[config.mk]
export PLATFORM = sky130hd
export DESIGN_NAME = button_pulse_gen_flat
export DESIGN_NICKNAME = d
export VERILOG_FILES = /design/src/rtl/button_pkg.sv /design/src/rtl/button_pulse_gen_if.sv /design/src/rtl/sync_2ff.sv /design/src/rtl/button_pulse_gen.sv /design/src/flat_wrapper.sv
export SDC_FILE = /design/constraint.sdc
export NUM_CORES = 1
export LEC_CHECK = 0
export CORE_MARGIN = 5
export CORE_UTILIZATION = 32
export DETAILED_ROUTE_END_ITERATION = 7
export PLACE_DENSITY_LB_ADDON = 0.08
export SYNTH_ARGS = -nofsm -noshare
export SYNTH_HDL_FRONTEND = slang
export SYNTH_SLANG_ARGS = --single-unit
export TNS_END_PERCENT = 30
[constraint.sdc]
create_clock -name clock -period 1.9 [get_ports clock]
set_input_delay 0.38 -clock clock [delete_from_list [all_inputs] [get_ports clock]]
set_output_delay 0.38 -clock clock [all_outputs]
set_load 0.01 [all_outputs]
[src/rtl/button_pkg.sv]
// Shared definitions for the button pulse generator.
//   - FSM state encoding (3-bit localparams, legacy-compatible)
//   - default timing constants for the top-level parameters
//   - is_pressed_state(): debounced level implied by a given state
package button_pkg;

    localparam logic [2:0] IDLE        = 3'd0;
    localparam logic [2:0] DEB_PRESS   = 3'd1;
    localparam logic [2:0] HELD        = 3'd2;
    localparam logic [2:0] REPEAT      = 3'd3;
    localparam logic [2:0] DEB_RELEASE = 3'd4;

    localparam int unsigned DEF_DEBOUNCE_CYCLES = 4;
    localparam int unsigned DEF_HOLD_CYCLES     = 16;
    localparam int unsigned DEF_REPEAT_CYCLES   = 8;
    localparam int unsigned DEF_CNT_W           = 5;

    // The button counts as pressed from acceptance until the release is accepted,
    // so a release still being debounced keeps the level high.
    function automatic logic is_pressed_state(input logic [2:0] st);
        return (st == HELD) || (st == REPEAT) || (st == DEB_RELEASE);
    endfunction

endpackage

[src/rtl/button_pulse_gen_if.sv]
// Signal bundle between the button source / counter side and button_pulse_gen.
//   button    : raw asynchronous button level, 1 = pressed
//   repeat_en : 1 enables auto-repeat while the button is held
//   enable    : one-cycle pulse per accepted press or repeat tick
//   pressed   : debounced button level
// master drives button/repeat_en and observes the outputs; slave is the generator.
interface button_pulse_gen_if;

    logic button;
    logic repeat_en;
    logic enable;
    logic pressed;

    modport master (
        output button,
        output repeat_en,
        input  enable,
        input  pressed
    );

    modport slave (
        input  button,
        input  repeat_en,
        output enable,
        output pressed
    );

endinterface

[src/rtl/sync_2ff.sv]
// Two-flop synchronizer for a single asynchronous level.
//   clock : destination clock
//   clear : asynchronous active-low clear, both flops go to 0
//   din   : asynchronous input
//   dout  : synchronized output, lags din by two rising edges
module sync_2ff (
    input  logic clock,
    input  logic clear,
    input  logic din,
    output logic dout
);

    logic meta_q;
    logic sync_q;

    always_ff @(posedge clock or negedge clear) begin
        if (!clear) begin
            meta_q <= 1'b0;
            sync_q <= 1'b0;
        end else begin
            meta_q <= din;
            sync_q <= meta_q;
        end
    end

    assign dout = sync_q;

endmodule

[src/rtl/button_pulse_gen.sv]
// Debounces a raw push button and emits single-cycle enable pulses for a
// downstream counter, with optional auto-repeat while the button is held.
//   clock : system clock, rising edge
//   clear : asynchronous active-low reset
//   bus   : slave side of button_pulse_gen_if (button, repeat_en in;
//           enable, pressed out)
module button_pulse_gen
    import button_pkg::*;
#(
    parameter int unsigned DEBOUNCE_CYCLES = DEF_DEBOUNCE_CYCLES,
    parameter int unsigned HOLD_CYCLES     = DEF_HOLD_CYCLES,
    parameter int unsigned REPEAT_CYCLES   = DEF_REPEAT_CYCLES,
    parameter int unsigned CNT_W           = DEF_CNT_W
) (
    input logic               clock,
    input logic               clear,
    button_pulse_gen_if.slave bus
);

    localparam logic [CNT_W-1:0] DEB_TC  = CNT_W'(DEBOUNCE_CYCLES - 1);
    localparam logic [CNT_W-1:0] HOLD_TC = CNT_W'(HOLD_CYCLES - 1);
    localparam logic [CNT_W-1:0] REP_TC  = CNT_W'(REPEAT_CYCLES - 1);

    logic             btn_s;
    logic [2:0]       state_q, state_d;
    logic [CNT_W-1:0] timer_q, timer_d;
    logic             timer_clr;
    logic             pulse;
    logic             enable_q;
    logic             pressed_q;

    sync_2ff u_sync (
        .clock (clock),
        .clear (clear),
        .din   (bus.button),
        .dout  (btn_s)
    );

    always_comb begin
        state_d   = state_q;
        timer_clr = 1'b0;
        pulse     = 1'b0;

        unique case (state_q)
            IDLE: begin
                // Timer parked at 0 so it cannot free-run while idle.
                timer_clr = 1'b1;
                if (btn_s) begin
                    state_d = DEB_PRESS;
                end
            end
            DEB_PRESS: begin
                if (!btn_s) begin
                    state_d = IDLE;
                end else if (timer_q == DEB_TC) begin
                    state_d = HELD;
                    pulse   = 1'b1;
                end
            end
            HELD: begin
                if (!btn_s) begin
                    state_d = DEB_RELEASE;
                end else if (!bus.repeat_en) begin
                    timer_clr = 1'b1;
                end else if (timer_q == HOLD_TC) begin
                    state_d = REPEAT;
                    pulse   = 1'b1;
                end
            end
            REPEAT: begin
                // Release and repeat disable both take priority over a tick.
                if (!btn_s) begin
                    state_d = DEB_RELEASE;
                end else if (!bus.repeat_en) begin
                    state_d = HELD;
                end else if (timer_q == REP_TC) begin
                    timer_clr = 1'b1;
                    pulse     = 1'b1;
                end
            end
            DEB_RELEASE: begin
                // A bounce back high returns to HELD without a new pulse.
                if (btn_s) begin
                    state_d = HELD;
                end else if (timer_q == DEB_TC) begin
                    state_d = IDLE;
                end
            end
            default: begin
                state_d = IDLE;
            end
        endcase

        if ((state_d != state_q) || timer_clr) begin
            timer_d = '0;
        end else begin
            timer_d = timer_q + 1'b1;
        end
    end

    always_ff @(posedge clock or negedge clear) begin
        if (!clear) begin
            state_q   <= IDLE;
            timer_q   <= '0;
            enable_q  <= 1'b0;
            pressed_q <= 1'b0;
        end else begin
            state_q   <= state_d;
            timer_q   <= timer_d;
            enable_q  <= pulse;
            pressed_q <= is_pressed_state(state_d);
        end
    end

    assign bus.enable  = enable_q;
    assign bus.pressed = pressed_q;

endmodule

[src/flat_wrapper.sv]
// flat-port wrapper written by rule: the top's interface ports become plain ports
module button_pulse_gen_flat import button_pkg::*;
#(
    parameter int unsigned DEBOUNCE_CYCLES = DEF_DEBOUNCE_CYCLES,
    parameter int unsigned HOLD_CYCLES     = DEF_HOLD_CYCLES,
    parameter int unsigned REPEAT_CYCLES   = DEF_REPEAT_CYCLES,
    parameter int unsigned CNT_W           = DEF_CNT_W
)
  (clock, clear, bus_button, bus_repeat_en, bus_enable, bus_pressed);
  button_pulse_gen_if bus_i ();
  input logic clock;
  input logic clear;
  input wire logic [$bits(bus_i.button)-1:0] bus_button;
  input wire logic [$bits(bus_i.repeat_en)-1:0] bus_repeat_en;
  output wire logic [$bits(bus_i.enable)-1:0] bus_enable;
  output wire logic [$bits(bus_i.pressed)-1:0] bus_pressed;
  assign bus_i.button = bus_button;
  assign bus_i.repeat_en = bus_repeat_en;
  assign bus_enable = bus_i.enable;
  assign bus_pressed = bus_i.pressed;
  button_pulse_gen #(.DEBOUNCE_CYCLES(DEBOUNCE_CYCLES), .HOLD_CYCLES(HOLD_CYCLES), .REPEAT_CYCLES(REPEAT_CYCLES), .CNT_W(CNT_W)) u_core (.clock(clock), .clear(clear), .bus(bus_i));
endmodule
==> summary.txt <==
Floorplanning
  – Core area: slightly above 2000 sq um
  – Initial core utilization: 0.343
  – # rows: 16
  – Height of the die: 56.5 um
  – Die W: about 57 um
  – Die Footprint: roughly 3200 sq um
  – Boundary Pins: 6

Logic synthesis
  – Number of synthesized flops with an enable pin: 0
  – Synth cell types: 31
  – Mapped Cells: between 60 and 70
  – Leading post-synthesis cells by cell area: dfrtp_1 43%, nor4b_2 6.5%, ha_1 3.6%
  – Synth warn: 0
  – Mapped Nets: 74
  – Yosys top cell area share: 0.433
  – Syn Area/Cell: approximately 10 sq um
  – Synth area leader: dfrtp_1
  – Post-synthesis sequential area ratio: 0.433
  – Number of synthesized register bits: 12
  – Ys flop type: dfrtp_1
  – Mapped Area: roughly 690 sq um
  – Async S/R FF share, synth: 1.00

GRT
  – Largest net degree at the start of global routing: 15
  – Total congestion overflow: 0
  – Vias in the first global route: between 400 and 500
  – First-pass GRT wire length: approximately 2200 um
  – All-layer global routing usage: 0.0913
  – Initial antenna violation count: 0

Timing
  – Final hold slack: roughly 0.35 ns
  – Setup tns final: 0 ns
  – Tmin final: about 1.8 ns
  – Clock skew: about 0.00091 ns
  – Actual slew at the worst max-slew pin: around 0.55 ns
  – Unrepaired setup endpoints after global routing: no
  – Max_slew headroom: 0.631
  – Slew Viols, Final: 0
  – Hold Fails Final Rpt: 0
  – Max Clk Rate: around 570 MHz
  – Final cycle utilization of the critical path: 0.931
  – Final-report setup violation count: 0

Cells and area
  – Share of layout cells above drive strength 1: 0.162
  – Layout Nets: 82
  – Diodes inserted: 0
  – Fill cells: about 200
  – Area of the multi-input gates: between 300 and 400 sq um
  – Final Core Density: 0.390
  – Synthesis-to-finish area growth: 13.9%
  – Sequential cell area: around 300 sq um
  – Fin cells: just over 100

Clock network
  – CTS tree: built
  – Post-CTS sizing: 0
  – Clock Tree Root: clkbuf_4
  – Clk_lat worst skew: between 0.2 and 0.3 ns
  – Hold buffer count at cts: 0
  – Clock transition at path regs: 0.07 ns
  – Postcts setup bufs: 0
  – CTS Buf Count: 3
  – CTS sink cnt: 12
  – Clock Path Buffers: 2
  – H-tree depth: 1

Route
  – Vias post-DR: 492
  – WL per Instance: about 13 um
  – Initial DRC Count: 4
  – First drt pass iteration count: 2
  – Residual DRC count: 0
  – Vias/cell: between 4 and 5
  – Routed Antenna Nets: 0
  – Final WL: 1270 um

Flow run
  – Max-cap violation count: 0

Worst setup path
  – Max stage delay cell, worst path: dfrtp_1
  – Cell chain of the critical path: ha_1 > and3_1 > ha_1 > nand2_1 > a22oi_1 > o32a_1 > nor4b_2
  – Biggest cell delay along the critical path: slightly above 0.4 ns
  – CP required: around 2.1 ns
  – CP Capture Type: register
  – Most frequent CP cell: ha_1
  – Crit Path Class: reg -> reg
  – Crit path buf inv count: 0
  – Largest fanout on the critical path: 5
  – CP top delay family: simple AND/OR/NAND/NOR gates
  – Crit path DAT: 1.94 ns
  – Setup slack, reg-to-reg: between 0.1 and 0.15 ns
  – Crit path launch type: register

Run status
  – Status: completed

Placed design
  – DP Cell Count: 98
  – Gpl congestion: roughly 0.82
  – I/O Buffers: 5
  – DPL Wire Length: around 950 um

Power and ir drop
  – PwrDens: between 500 and 600 nW/um^2
  – Worst VDD drop: 0.305 mV
  – LEAKAGE: between 0.3 and 0.4 nW

Min path
  – Hold Path Class: reg -> reg
==> worst reg2reg max path, stage by stage, from the launching register on <==
cell	delay, ns
dfrtp_1	0.41
ha_1	0.22
and3_1	0.19
ha_1	0.20
nand2_1	0.07
a22oi_1	0.09
o32a_1	0.26
nor4b_2	0.24
==> where the power goes <==
group | switching [W] | internal (W)
clock network | 0.0000751 | 0.0000731
logic | 0.0000200 | 0.0000174
registers | 0.0000104 | 0.000262
==> synth_stat cells, drive strengths merged (2+ instances only) <==
| library cell | instances |
|---|---|
| o21ai | 4 |
| buf | 4 |
| nand2b | 2 |
| o21a | 2 |
| nor2b | 4 |
| dfrtp | 12 |
| inv | 2 |
| ha | 2 |
| nor4b | 3 |
| a21oi | 2 |
| nor3 | 3 |
| nand2 | 5 |
| nor3b | 2 |
| and3 | 3 |
| nor2 | 4 |
| a31oi | 2 |
==> cells by family (layout without fill, tap and decap cells) <==
| family | Yosys count | count (layout) | synth area share |
|---|---|---|---|
| buf+inv | 6 | 12 | 0.0469 |
| xor+xnor | 2 | 2 | 0.0253 |
| fa+ha+maj | 2 | 2 | 0.0361 |
| simple gates | 30 | 30 | 0.285 |
| compound gates | 16 | 16 | 0.173 |
| flops | 12 | 12 | 0.433 |
==> through the flow <==
step | cell area [sq um] | setup WS (ns) | power, W
2_1_floorplan | 693 | 0.275 | 0.000299
3_3_place_gp | 767 | 0.0759 | 0.000315
3_5_place_dp | 767 | 0.0509 | 0.000315
4_1_cts | 790 | 0.112 | 0.000470
5_1_grt | 790 | 0.0107 | 0.000485
6_report | 790 | 0.132 | 0.000458
==> metal layers <==
metal,vias up,track usage,share of wire
li1,263,-,-
met1,217,0.122,0.51
met2,8,0.109,0.41
met3,4,0.0344,0.044
met4,0,0.0814,0.025
met5,-,0,0
==> final timing paths <==
kind	end	start	cells past startpoint
max	u_core.timer_q[0]$_DFF_PN0_	u_core.timer_q[0]$_DFF_PN0_	7
min	u_core.u_sync.dout$_DFF_PN0_	u_core.u_sync.meta_q$_DFF_PN0_	0
max reg2reg	u_core.timer_q[0]$_DFF_PN0_	u_core.timer_q[0]$_DFF_PN0_	7
min reg2reg	u_core.u_sync.dout$_DFF_PN0_	u_core.u_sync.meta_q$_DFF_PN0_	0
max in group asynchronous	u_core.u_sync.dout$_DFF_PN0_	clear	1
min in group asynchronous	u_core.timer_q[4]$_DFF_PN0_	clear	1
==> layout make-up <==
type,instances,share of cell area
multi-input cells,50,0.456
flip-flops and latches,12,0.380
repair buffers,7,0.0824
well taps,27,0.0428
clock buffers,3,0.0285
inverters,2,0.00951
==> cell usage in the layout, fill, tap and decap left out, types with 2 or more instances in the layout <==
cell type,instances
a31oi_1,2
nor3_1,3
nand2_1,5
a21oi_1,2
ha_1,2
clkdlybuf4s50_1,5
nor2b_1,4
clkbuf_4,3
nand2b_1,2
o21ai_0,4
buf_4,2
nor2_1,4
and3_1,3
dfrtp_1,12
o21a_1,2
nor4b_2,3
==> registers in the layout, summed over array words and instances (netlist names) <==
signal / count
u_core.timer_q: 5
u_core.state_q: 3
u_core.bus.enable: 1
u_core.bus.pressed: 1
u_core.u_sync.dout: 1
u_core.u_sync.meta_q: 1
(Power assumes the default switching activity.)
